[config.mk]
export PLATFORM = sky130hd
export DESIGN_NAME = timer_regfile_core
export DESIGN_NICKNAME = d
export VERILOG_FILES = /design/src/rtl/timer_regfile_core.sv
export SDC_FILE = /design/constraint.sdc
export NUM_CORES = 1
export LEC_CHECK = 0
export CAP_MARGIN = 5
export CORE_MARGIN = 2
export CORE_UTILIZATION = 45
export DETAILED_ROUTE_END_ITERATION = 16
export PLACE_DENSITY_LB_ADDON = 0.2
export RECOVER_POWER = 50
export SKIP_LAST_GASP = 1
export SYNTH_ARGS = -nofsm -noshare
export SYNTH_HDL_FRONTEND = slang
export SYNTH_SLANG_ARGS = --single-unit
[constraint.sdc]
create_clock -name clk -period 2.8 [get_ports clk]
set_input_delay 0.56 -clock clk [delete_from_list [all_inputs] [get_ports clk]]
set_output_delay 0.56 -clock clk [all_outputs]
set_load 0.02 [all_outputs]
[src/rtl/timer_regfile_core.sv]
// timer_regfile_core: bus-slave register file (CONTROL/LOAD/STATUS) driving a
// 32-bit down-counter with one-shot or auto-reload expiry.
// Optional feature macro: SOC_TIMER_IRQ_EN adds the irq output and CONTROL.IRQ_EN (bit3).
module timer_regfile_core #(
    parameter int P_ADDR_WIDTH = 8,
    parameter int P_DATA_WIDTH = 32
) (
    input  logic                    clk,
    input  logic                    rst_n,
    input  logic                    req,
    input  logic                    write_en,
    input  logic [P_ADDR_WIDTH-1:0] addr,
    input  logic [P_DATA_WIDTH-1:0] wdata,
    output logic                    gnt,
    output logic [P_DATA_WIDTH-1:0] rdata,
`ifdef SOC_TIMER_IRQ_EN
    output logic                    irq,
`endif
    output logic                    expired
);

    localparam logic [P_ADDR_WIDTH-1:0] L_ADDR_CONTROL = P_ADDR_WIDTH'('h00);
    localparam logic [P_ADDR_WIDTH-1:0] L_ADDR_LOAD    = P_ADDR_WIDTH'('h04);
    localparam logic [P_ADDR_WIDTH-1:0] L_ADDR_STATUS  = P_ADDR_WIDTH'('h08);

    localparam int L_BIT_START     = 0;
    localparam int L_BIT_RELOAD_EN = 1;
    localparam int L_BIT_CLR_STAT  = 2;
    localparam int L_BIT_IRQ_EN    = 3;
    localparam int L_BIT_EXPIRED   = 0;

    logic                    r_gnt;
    logic [P_DATA_WIDTH-1:0] r_rdata;
    logic                    r_start;
    logic                    r_reload_en;
    logic                    r_irq_en;
    logic [P_DATA_WIDTH-1:0] r_load;
    logic [P_DATA_WIDTH-1:0] r_count;
    logic                    r_expired;

    logic                    w_accept;
    logic                    w_wr;
    logic                    w_rd;
    logic                    w_ctrl_wr;
    logic                    w_load_wr;
    logic                    w_expire;
    logic                    w_start_rise;
    logic [P_DATA_WIDTH-1:0] w_rdata;

    // A transfer is taken on any edge where the master requests and no grant is outstanding.
    assign w_accept     = req & ~r_gnt;
    assign w_wr         = w_accept & write_en;
    assign w_rd         = w_accept & ~write_en;
    assign w_ctrl_wr    = w_wr & (addr == L_ADDR_CONTROL);
    assign w_load_wr    = w_wr & (addr == L_ADDR_LOAD);
    assign w_expire     = r_start & (r_count == '0);
    assign w_start_rise = w_ctrl_wr & wdata[L_BIT_START] & ~r_start;

    // Read-data mux; unmapped addresses and write-only/reserved bits return 0.
    always_comb begin
        w_rdata = '0;
        case (addr)
            L_ADDR_CONTROL: begin
                w_rdata[L_BIT_START]     = r_start;
                w_rdata[L_BIT_RELOAD_EN] = r_reload_en;
                w_rdata[L_BIT_IRQ_EN]    = r_irq_en;
            end
            L_ADDR_LOAD:   w_rdata = r_load;
            L_ADDR_STATUS: w_rdata[L_BIT_EXPIRED] = r_expired;
            default:       w_rdata = '0;
        endcase
    end

    // Bus handshake: one-cycle grant pulse, read data captured at the accept edge and held.
    always_ff @(posedge clk or negedge rst_n) begin
        if (!rst_n) begin
            r_gnt   <= 1'b0;
            r_rdata <= '0;
        end else begin
            r_gnt <= w_accept;
            if (w_rd) begin
                r_rdata <= w_rdata;
            end
        end
    end

    // CONTROL and LOAD registers; a software CONTROL write overrides the hardware START clear.
    always_ff @(posedge clk or negedge rst_n) begin
        if (!rst_n) begin
            r_start     <= 1'b0;
            r_reload_en <= 1'b0;
            r_irq_en    <= 1'b0;
            r_load      <= '0;
        end else begin
            if (w_ctrl_wr) begin
                r_start     <= wdata[L_BIT_START];
                r_reload_en <= wdata[L_BIT_RELOAD_EN];
`ifdef SOC_TIMER_IRQ_EN
                r_irq_en    <= wdata[L_BIT_IRQ_EN];
`else
                r_irq_en    <= 1'b0;
`endif
            end else if (w_expire && !r_reload_en) begin
                r_start <= 1'b0;
            end
            if (w_load_wr) begin
                r_load <= wdata;
            end
        end
    end

    // Down-counter: load on START rising, decrement while running, reload from the pre-edge LOAD on expiry.
    always_ff @(posedge clk or negedge rst_n) begin
        if (!rst_n) begin
            r_count <= '0;
        end else if (w_start_rise) begin
            r_count <= r_load;
        end else if (r_start) begin
            if (r_count != '0) begin
                r_count <= r_count - 1'b1;
            end else if (r_reload_en) begin
                r_count <= r_load;
            end
        end
    end

    // Sticky EXPIRED flag; a coincident expiry beats CLR_STATUS.
    always_ff @(posedge clk or negedge rst_n) begin
        if (!rst_n) begin
            r_expired <= 1'b0;
        end else if (w_expire) begin
            r_expired <= 1'b1;
        end else if (w_ctrl_wr && wdata[L_BIT_CLR_STAT]) begin
            r_expired <= 1'b0;
        end
    end

`ifdef SOC_TIMER_IRQ_EN
    logic r_irq;

    // Registered interrupt: lags EXPIRED (set and clear) by one cycle.
    always_ff @(posedge clk or negedge rst_n) begin
        if (!rst_n) begin
            r_irq <= 1'b0;
        end else begin
            r_irq <= r_expired & r_irq_en;
        end
    end

    assign irq = r_irq;
`endif

    assign gnt     = r_gnt;
    assign rdata   = r_rdata;
    assign expired = r_expired;

endmodule

==> out/metrics.cfg <==
[run_status]
status = finished with violations
violations = max-capacitance violations, max-slew violations

[power_and_ir_drop]
internal_power_w = 0.002183
pwr-share-seq = 0.541
power_switching_w = 0.0008287
p_sw_frac = 0.2752
p_leak_nw = 2.759
p_per_area_mw_per_mm2 = 495.0
combinationalPowerShare = 0.142
ir_drop_mv = 0.2493
p_clk_frac = 0.317

[cts]
h-tree-depth = 3
cts_buffers = 9
cts_root_buffer = clkbuf_8
cts_tree = yes
insertion_delay_ps = 380
clockBufferDepth = 2
cts.clk_slew.worst_paths_ps = 100
cts_resized = 0
cts_hold_buf = 0
cts_sinks = 100
cts_setup_buffers = 0

[timing]
setup-violations-final = 0
timing.fmax_mhz = 385.7
min_period_ps = 2593
tightest_slew_ps = 2269
setup_tns_ps = 0
fin_crit_sh = 0.9261
rsz0062_at_grt = false
hold_viol = 0
maxSlewViolCount = 41
slew-limit-headroom = -0.5127
fin_worst_skew_ps = 9.765

[yosys]
yosysUniqueCellTypes = 53
postSynthRegisterBits = 100
synth_area_leaders = dfrtp_1 53%, mux2_2 7.7%, a22o_1 5.8%
synth_top_family_by_area = simple AND/OR/NAND/NOR gates
yosys.area.top_type_share = 0.5318
synth-compound-area-share = 0.1513
async_reset_ff_frac = 1.000
synth_mux_area_frac = 0.09572
yosysTopAreaCell = dfrtp_1
synthSimpleGateAreaFrac = 0.1938
synth_edf_count = 0
synthAdderAreaFrac = 0.005318
yosysMostFrequentCell = dfrtp_1
syn-cell-area_mm2 = 0.004706
synth_xor_area_frac = 0
ys_warn_count = 0
syn-mean-instance-area_um2 = 10.84
synth_commonest_cells = 100 x dfrtp_1, 38 x nand2_1, 32 x mux2_2, 31 x a22o_1, 27 x nor2_1
ys.flop_type = dfrtp_1
syn-num-nets = 480
synth_cells = 434
yosysSeqAreaShare = 0.5318

[floorplan]
initial_core_util = 0.4599
die-area_mm2 = 0.01129
die_y_um = 106.3
rows = 37
die_w_um = 106.3
ios = 78
core_mm2 = 0.01023

[routing]
drt_iter0_drc = 227
drtPass1Iterations = 4
viasPerCell = 5.821
drc_errors = 0
drt_wl_total_um = 12270
ant_nets = 0
detail_route.wl_per_cell_um = 17.99
vias = 3970

[cells_and_area]
utilization = 0.5947
final_layout_size_suffix_gt1_frac = 0.1740
diodes = 0
area_growth_pct = 29.30
seqCellArea_mm2 = 0.002502
multi_input_area_mm2 = 0.002105
nets = 587
fill_cells = 880

[worst_setup_path]
cp.required_ps = 3070
endpoint_kind = flip-flop
crit_arrival_ps = 2860
start_kind = flip-flop
cp_max_fo = 13
crit_type = reg -> reg

[placement]
gp_congestion = 0.9248
dp_hpwl_um = 9042
io_buffers = 77

[grt]
grt_pass1_wl_um = 20440
grt_max_degree = 46
grt_usage = 0.2294
grt-ovfl-total = 0
grt_antenna_before_repair = 0
grt_pass1_vias = 4013

[job]
drv_cap = 1

[hold_path]
min_path_type = reg -> reg

==> stage by stage <==
step / instance area [um^2] / power [W] / hold WS, ps / setup WS, ps / std cells
2_1_floorplan: 4706 / 0.001864 / 264.4 / 333.3 / 434
3_3_place_gp: 5893 / 0.002071 / 443.4 / 282.8 / 666
3_5_place_dp: 5893 / 0.002081 / 446.2 / 218.8 / 666
4_1_cts: 6095 / 0.003026 / 173.8 / 222.5 / 682
5_1_grt: 6085 / 0.003164 / 498.8 / 50.30 / 682
6_report: 6085 / 0.003012 / 463.1 / 207.0 / 682
==> routing by layer <==
metal | wire [um] | global-route usage | vias up
met5 | 0 | 0 | -
met3 | 610 | 0.03740 | 15
met2 | 5674 | 0.3613 | 115
li1 | - | - | 1872
met4 | 164 | 0.08177 | 0
met1 | 5819 | 0.3217 | 1968
==> placed cells by master, fill, tap and decap left out, types with 4 or more instances in the layout <==
master	count
clkdlybuf4s50_1	61
a22o_1	31
nand2_1	38
clkbuf_8	10
nor2_1	27
a21oi_1	12
nor3_1	21
nand3_1	20
dfrtp_1	100
nand4_1	16
mux2_2	32
o21ai_0	8
a2bb2oi_1	4
dlygate4sd3_1	15
buf_4	36
nor4_1	15
inv_1	5
a211oi_1	5
o21ai_1	6
or3_1	5
mux2i_1	9
o211ai_1	7
==> final timing paths <==
check | slack [ps] | end | startpoint | cells past startpoint
max | 210 | r_count[0]$_DFFE_PN0P_ | r_count[14]$_DFFE_PN0P_ | 7
min | 460 | gnt$_DFF_PN0_ | gnt$_DFF_PN0_ | 1
max reg2reg | 210 | r_count[0]$_DFFE_PN0P_ | r_count[14]$_DFFE_PN0P_ | 7
min reg2reg | 460 | gnt$_DFF_PN0_ | gnt$_DFF_PN0_ | 1
max in group asynchronous | 550 | rdata[17]$_DFFE_PN0P_ | rst_n | 2
min in group asynchronous | 850 | r_load[2]$_DFFE_PN0P_ | rst_n | 1
==> registers in the layout, indices dropped and copies added (netlist names) <==
name and flops:
expired 1, gnt 1, r_count 32, r_load 32
r_reload_en 1, r_start 1, rdata 32
==> kinds of logic after synthesis <==
logic type | Yosys count
AO/OA/AOI/OAI | 95
adder cells (fa/ha/maj) | 2
buffers and inverters | 27
flip-flops | 100
multiplexers | 41
AND/OR/NAND/NOR | 169
==> worst max-delay path, cell delays in order (launching register included) <==
cell,delay [ps]
dfrtp_1,440
or4_4,570
nand2b_4,160
buf_4,180
nor4_1,360
o21a_1,390
nor3_1,100
a311o_1,280
==> power groups by stage <==
stage	Combinational [W]	Clock (W)	Sequential (W)
2_1_floorplan	0.000240	0	0.00162
3_3_place_gp	0.000424	0	0.00165
3_5_place_dp	0.000430	0	0.00165
4_1_cts	0.000431	0.000970	0.00162
5_1_grt	0.000480	0.00104	0.00164
6_report	0.000428	0.000955	0.00163
==> layout make-up <==
type,instances,share of cell area
Sequential cell,100,0.4113
Multi-Input combinational cell,307,0.3459
Timing Repair Buffer,117,0.1781
Tap cell,136,0.02797
Clock buffer,11,0.02324
Clock inverter,5,0.009870
Inverter,6,0.003701
Note: power is estimated with default switching activity, not from simulation.
==> RTL change 1 (same flow settings) <==
Change the parameter `P_DATA_WIDTH` from 32 to 36.
--- a/src/rtl/timer_regfile_core.sv
+++ b/src/rtl/timer_regfile_core.sv
@@ -3,7 +3,7 @@
 // Optional feature macro: SOC_TIMER_IRQ_EN adds the irq output and CONTROL.IRQ_EN (bit3).
 module timer_regfile_core #(
     parameter int P_ADDR_WIDTH = 8,
-    parameter int P_DATA_WIDTH = 32
+    parameter int P_DATA_WIDTH = 36
 ) (
     input  logic                    clk,
     input  logic                    rst_n,
Interface: changed (resized rdata and wdata); port bits go from 78 to 86. The function was not compared with the original's and may differ.
==> RTL change 1 against the original RTL <==
Cell count rose by 5.1%. Critical path depth is 1 higher. Largest cell class unchanged. Worst setup slack better by 0.046 ns. Global-route usage shrank 0.97 points. Critical path type unchanged. Routed wire length rose by 10%. Sequential cell count rose by 12. Die area grew 13%. Cell area up 11%. Area after synthesis up 13%. Via count up 9.4%.
Power is not compared: it rests on default switching activity, and its combinational part moved more than twofold at a synthesized area within 25%.
==> RTL change 1: results (changes against the original RTL) <==
<table>
<tr><th>Metric</th><th>Value</th></tr>
<tr><th colspan="2">Status</th></tr>
<tr><td>Result of the run</td><td>finished, final reports clean</td></tr>
<tr><th colspan="2">Min path</th></tr>
<tr><td>Path type of the worst min-delay path</td><td>input pin to async pin</td></tr>
<tr><th colspan="2">Synthesis</th></tr>
<tr><td>Top area cells in the synthesized netlist</td><td>dfrtp_1 (53%), mux2_2 (8.0%), a22o_1 (5.6%)</td></tr>
<tr><td>Post-synthesis mux area share</td><td>8.78% (-0.79 points)</td></tr>
<tr><td>Share of the synthesized area in the top cell type</td><td>52.6% (-0.60 points)</td></tr>
<tr><td>Adder-cell share of the synthesized area</td><td>0.469% (-0.062 points)</td></tr>
<tr><td>Area fraction in compound gates after synthesis</td><td>19.3% (+4.2 points)</td></tr>
<tr><td>Number of distinct library cells after synthesis</td><td>65 (+23%)</td></tr>
<tr><th colspan="2">Global routing</th></tr>
<tr><td>Global-route wire length before repair</td><td>22,700 um (+11%)</td></tr>
<tr><td>Pin count of the biggest net entering global routing</td><td>71 (+54%)</td></tr>
<tr><td>Number of global-route vias before repair</td><td>4,331 (+7.9%)</td></tr>
<tr><th colspan="2">Placed design</th></tr>
<tr><td>Final weighted congestion of routability-driven global placement</td><td>0.866 (-6.4%)</td></tr>
<tr><td>Setup slack at placement</td><td>0.0528 ns (-0.166 ns)</td></tr>
<tr><td>Detailed placer's ending HPWL</td><td>9330 um (+3.1%)</td></tr>
<tr><td>Placement-stage cell area</td><td>6490 sq um (+10%)</td></tr>
<tr><th colspan="2">Route</th></tr>
<tr><td>Average wire per standard cell</td><td>18.9 um (+4.9%)</td></tr>
<tr><td>Aggregate routed wire length</td><td>13,500 um (+10%)</td></tr>
<tr><th colspan="2">Cells and area</th></tr>
<tr><td>Number of nets in the final layout</td><td>619 (+5.5%)</td></tr>
<tr><td>Fraction of final layout cells with drive strength greater than 1</td><td>18.6% (+1.2 points)</td></tr>
<tr><th colspan="2">Clock tree</th></tr>
<tr><td>Clk slew on worst S/H paths</td><td>0.08 ns (-0.02 ns)</td></tr>
<tr><th colspan="2">Worst setup path</th></tr>
<tr><td>CP Data Arrival Time</td><td>2.83 ns (-0.03 ns)</td></tr>
<tr><td>Register-to-Register Path Depth</td><td>8 (+1)</td></tr>
<tr><th colspan="2">STA</th></tr>
<tr><td>Fmax achieved</td><td>393 MHz (+1.8%)</td></tr>
<tr><td>WHS</td><td>0.376 ns (-0.0874 ns)</td></tr>
<tr><th colspan="2">Flow run</th></tr>
<tr><td>MaxCap Viol Count</td><td>0 (-1)</td></tr>
</table>
RTL change 1: report_power, final:
part | switching (mW) | internal (mW) | leakage [nW]
Sequential | 0.0251 | 1.64 | 1.45
Clock | 0.605 | 0.722 | 0.145
Combinational | 0.0982 | 0.102 | 1.36
Total | 0.728 | 2.47 | 2.95
RTL change 1: routing by layer:
layer  up-vias  global-route usage (%)  share of wire [%]
met1      2166                    31.8                 46
met3        17                    3.37                5.2
li1       2023                       -                  -
met5         -                       0                  0
met4         0                    6.26                1.6
met2       139                    34.6                 47
RTL change 1: final cells by class:
| cell class | instances | area, sq um |
|---|---|---|
| clock buffer | 10 | 239 |
| clock inverter | 6 | 67.6 |
| fill | 980 | 4690 |
| inverter | 6 | 22.5 |
| multi-input combinational | 325 | 2360 |
| sequential | 112 | 2800 |
| tap | 143 | 179 |
| timing repair buffer | 115 | 1100 |
==> RTL change 2 (same settings) <==
Without the edit above. Put one more register stage on the output `expired`. The value now appears one clock later. The other outputs are not delayed to match.
--- a/src/rtl/timer_regfile_core.sv
+++ b/src/rtl/timer_regfile_core.sv
@@ -152,7 +152,9 @@
 
     assign gnt     = r_gnt;
     assign rdata   = r_rdata;
-    assign expired = r_expired;
+    always_ff @(posedge clk) begin
+        expired <= r_expired;
+    end
 
 endmodule
 
Function: changed (a bounded check fails within 4 cycles, from zero or initial values and one cycle with rst_n low).
==> RTL change 2 against the original RTL <==
Sequential cell count is 1 higher. Clock power rose by 6%. Routed wire length increased by 1.0%. Worst setup slack worse by 0.023 ns. Total power grew 3.0%. Utilization increased by 0.18 points. Cell area grew 0.76%. Area after synthesis rose by 0.43%. Critical endpoint is now r_count[22].
==> RTL change 2: results (changes against the original RTL) <==
<table>
<tr><th>Metric</th><th>Value</th></tr>
<tr><th colspan="2">Status</th></tr>
<tr><td>Result of the run</td><td>finished, final reports clean</td></tr>
<tr><th colspan="2">Placed design</th></tr>
<tr><td>Placement-stage cell area</td><td>5930 sq um (+0.59%)</td></tr>
<tr><td>Detailed placer's ending HPWL</td><td>9070 um (+0.32%)</td></tr>
<tr><td>Setup slack at placement</td><td>0.0546 ns (-0.164 ns)</td></tr>
<tr><th colspan="2">Cells and area</th></tr>
<tr><td>Fraction of final layout cells with drive strength greater than 1</td><td>17.2% (-0.25 points)</td></tr>
<tr><td>Fillers</td><td>903 (+2.6%)</td></tr>
<tr><td>Number of nets in the final layout</td><td>590 (+0.51%)</td></tr>
<tr><th colspan="2">Synthesis</th></tr>
<tr><td>Sequential share of the synthesized area</td><td>53.4% (+0.20 points)</td></tr>
<tr><td>Top area cells in the synthesized netlist</td><td>dfrtp_1 (53%), mux2_2 (7.6%), a22o_1 (5.7%)</td></tr>
<tr><td>Share of synthesized registers carrying an async set or reset</td><td>99.0% (-0.99 points)</td></tr>
<tr><td>Number of distinct library cells after synthesis</td><td>54 (+1.9%)</td></tr>
<tr><td>Post-synth net total</td><td>481 (+0.21%)</td></tr>
<tr><th colspan="2">Global routing</th></tr>
<tr><td>Number of global-route vias before repair</td><td>4,215 (+5.0%)</td></tr>
<tr><td>All-layer global routing usage</td><td>23.8% (+0.81 points)</td></tr>
<tr><td>Global-route wire length before repair</td><td>21,000 um (+2.9%)</td></tr>
<tr><td>Pin count of the biggest net entering global routing</td><td>49 (+6.5%)</td></tr>
<tr><th colspan="2">STA</th></tr>
<tr><td>Worst setup skew after layout</td><td>0.00562 ns (-0.00415 ns)</td></tr>
<tr><td>Max-Slew Margin vs Limit</td><td>19.1% (+70 points)</td></tr>
<tr><th colspan="2">Route</th></tr>
<tr><td>Iter 0 DRT Violations</td><td>253 (+11%)</td></tr>
<tr><td>Aggregate routed wire length</td><td>12,400 um (+1.0%)</td></tr>
<tr><td>Vias</td><td>4,011 (+1.0%)</td></tr>
<tr><th colspan="2">Worst setup path</th></tr>
<tr><td>Critical path peak fanout</td><td>7 (-6)</td></tr>
<tr><td>CP Data Arrival Time</td><td>2.89 ns (+0.03 ns)</td></tr>
<tr><th colspan="2">Clock tree</th></tr>
<tr><td>Post_cts resized</td><td>0 (unchanged)</td></tr>
<tr><th colspan="2">Power</th></tr>
<tr><td>Static leakage</td><td>2.76 nW (about the same)</td></tr>
<tr><td>Worst IR Drop VDD</td><td>310 uV (+25%)</td></tr>
</table>
## RTL change 2: changes by cell type after synthesis
cell	before	now
dfxtp_1	0	1
## RTL change 2: layout make-up
type | instances | area [sq um] | area share [%]
clock inverters | 4 | 72.6 | 1.18
repair buffers | 119 | 1090 | 17.7
inverters | 6 | 22.5 | 0.367
multi-input cells | 307 | 2110 | 34.5
clock buffers | 11 | 141 | 2.31
flip-flops and latches | 101 | 2520 | 41.1
well taps | 136 | 170 | 2.78
## RTL change 2: critical path: stages, from the launching register on
cell,delay (ns)
dfrtp_1,0.45
or4_4,0.58
nand2b_4,0.18
or4_4,0.49
o31a_1,0.39
and3_1,0.20
a211o_1,0.21
## RTL change 2: worst paths after layout
check                       startpoint           to  slack, ns  cells after the start
setup / recovery           r_count[14]  r_count[22]       0.18                      6
hold / removal               r_expired      expired       0.41                      0
setup reg to reg           r_count[14]  r_count[22]       0.18                      6
hold reg to reg              r_expired      expired       0.41                      0
max in group asynchronous        rst_n   r_load[20]       0.73                      2
min in group asynchronous        rst_n   r_count[1]       0.42                      1
## RTL change 2: stage by stage
step / total power, mW / hold WS, ns / std cells
floorplan: 1.88 / 0.264 / 435
global placement: 2.08 / 0.391 / 669
detailed placement: 2.10 / 0.397 / 669
CTS: 3.11 / 0.200 / 684
global route: 3.26 / 0.431 / 684
finish: 3.10 / 0.412 / 684
## RTL change 2: kinds of logic after synthesis
family                     Yosys count  synth area share [%]
DFF                                101                  53.4
adders and majority gates            2                 0.529
muxes                               41                  9.53
buffers and inverters               27                  2.20
AOI/OAI and AO/OA                   95                  15.1
and+or+nand+nor                    169                  19.3
## RTL change 2: power breakdown
group / switching, mW / internal, mW
clock network: 0.485 / 0.522
logic: 0.220 / 0.229
registers: 0.109 / 1.54
total: 0.814 / 2.29
## RTL change 2: per-layer routing
metal  routed length, um  global-route usage (%)  vias up
met4                 244                    10.8        0
met5                   0                       0        -
met3                 636                    4.17       21
met2                5730                    37.2      123
met1                5790                    32.3     1998
li1                    -                       -     1869
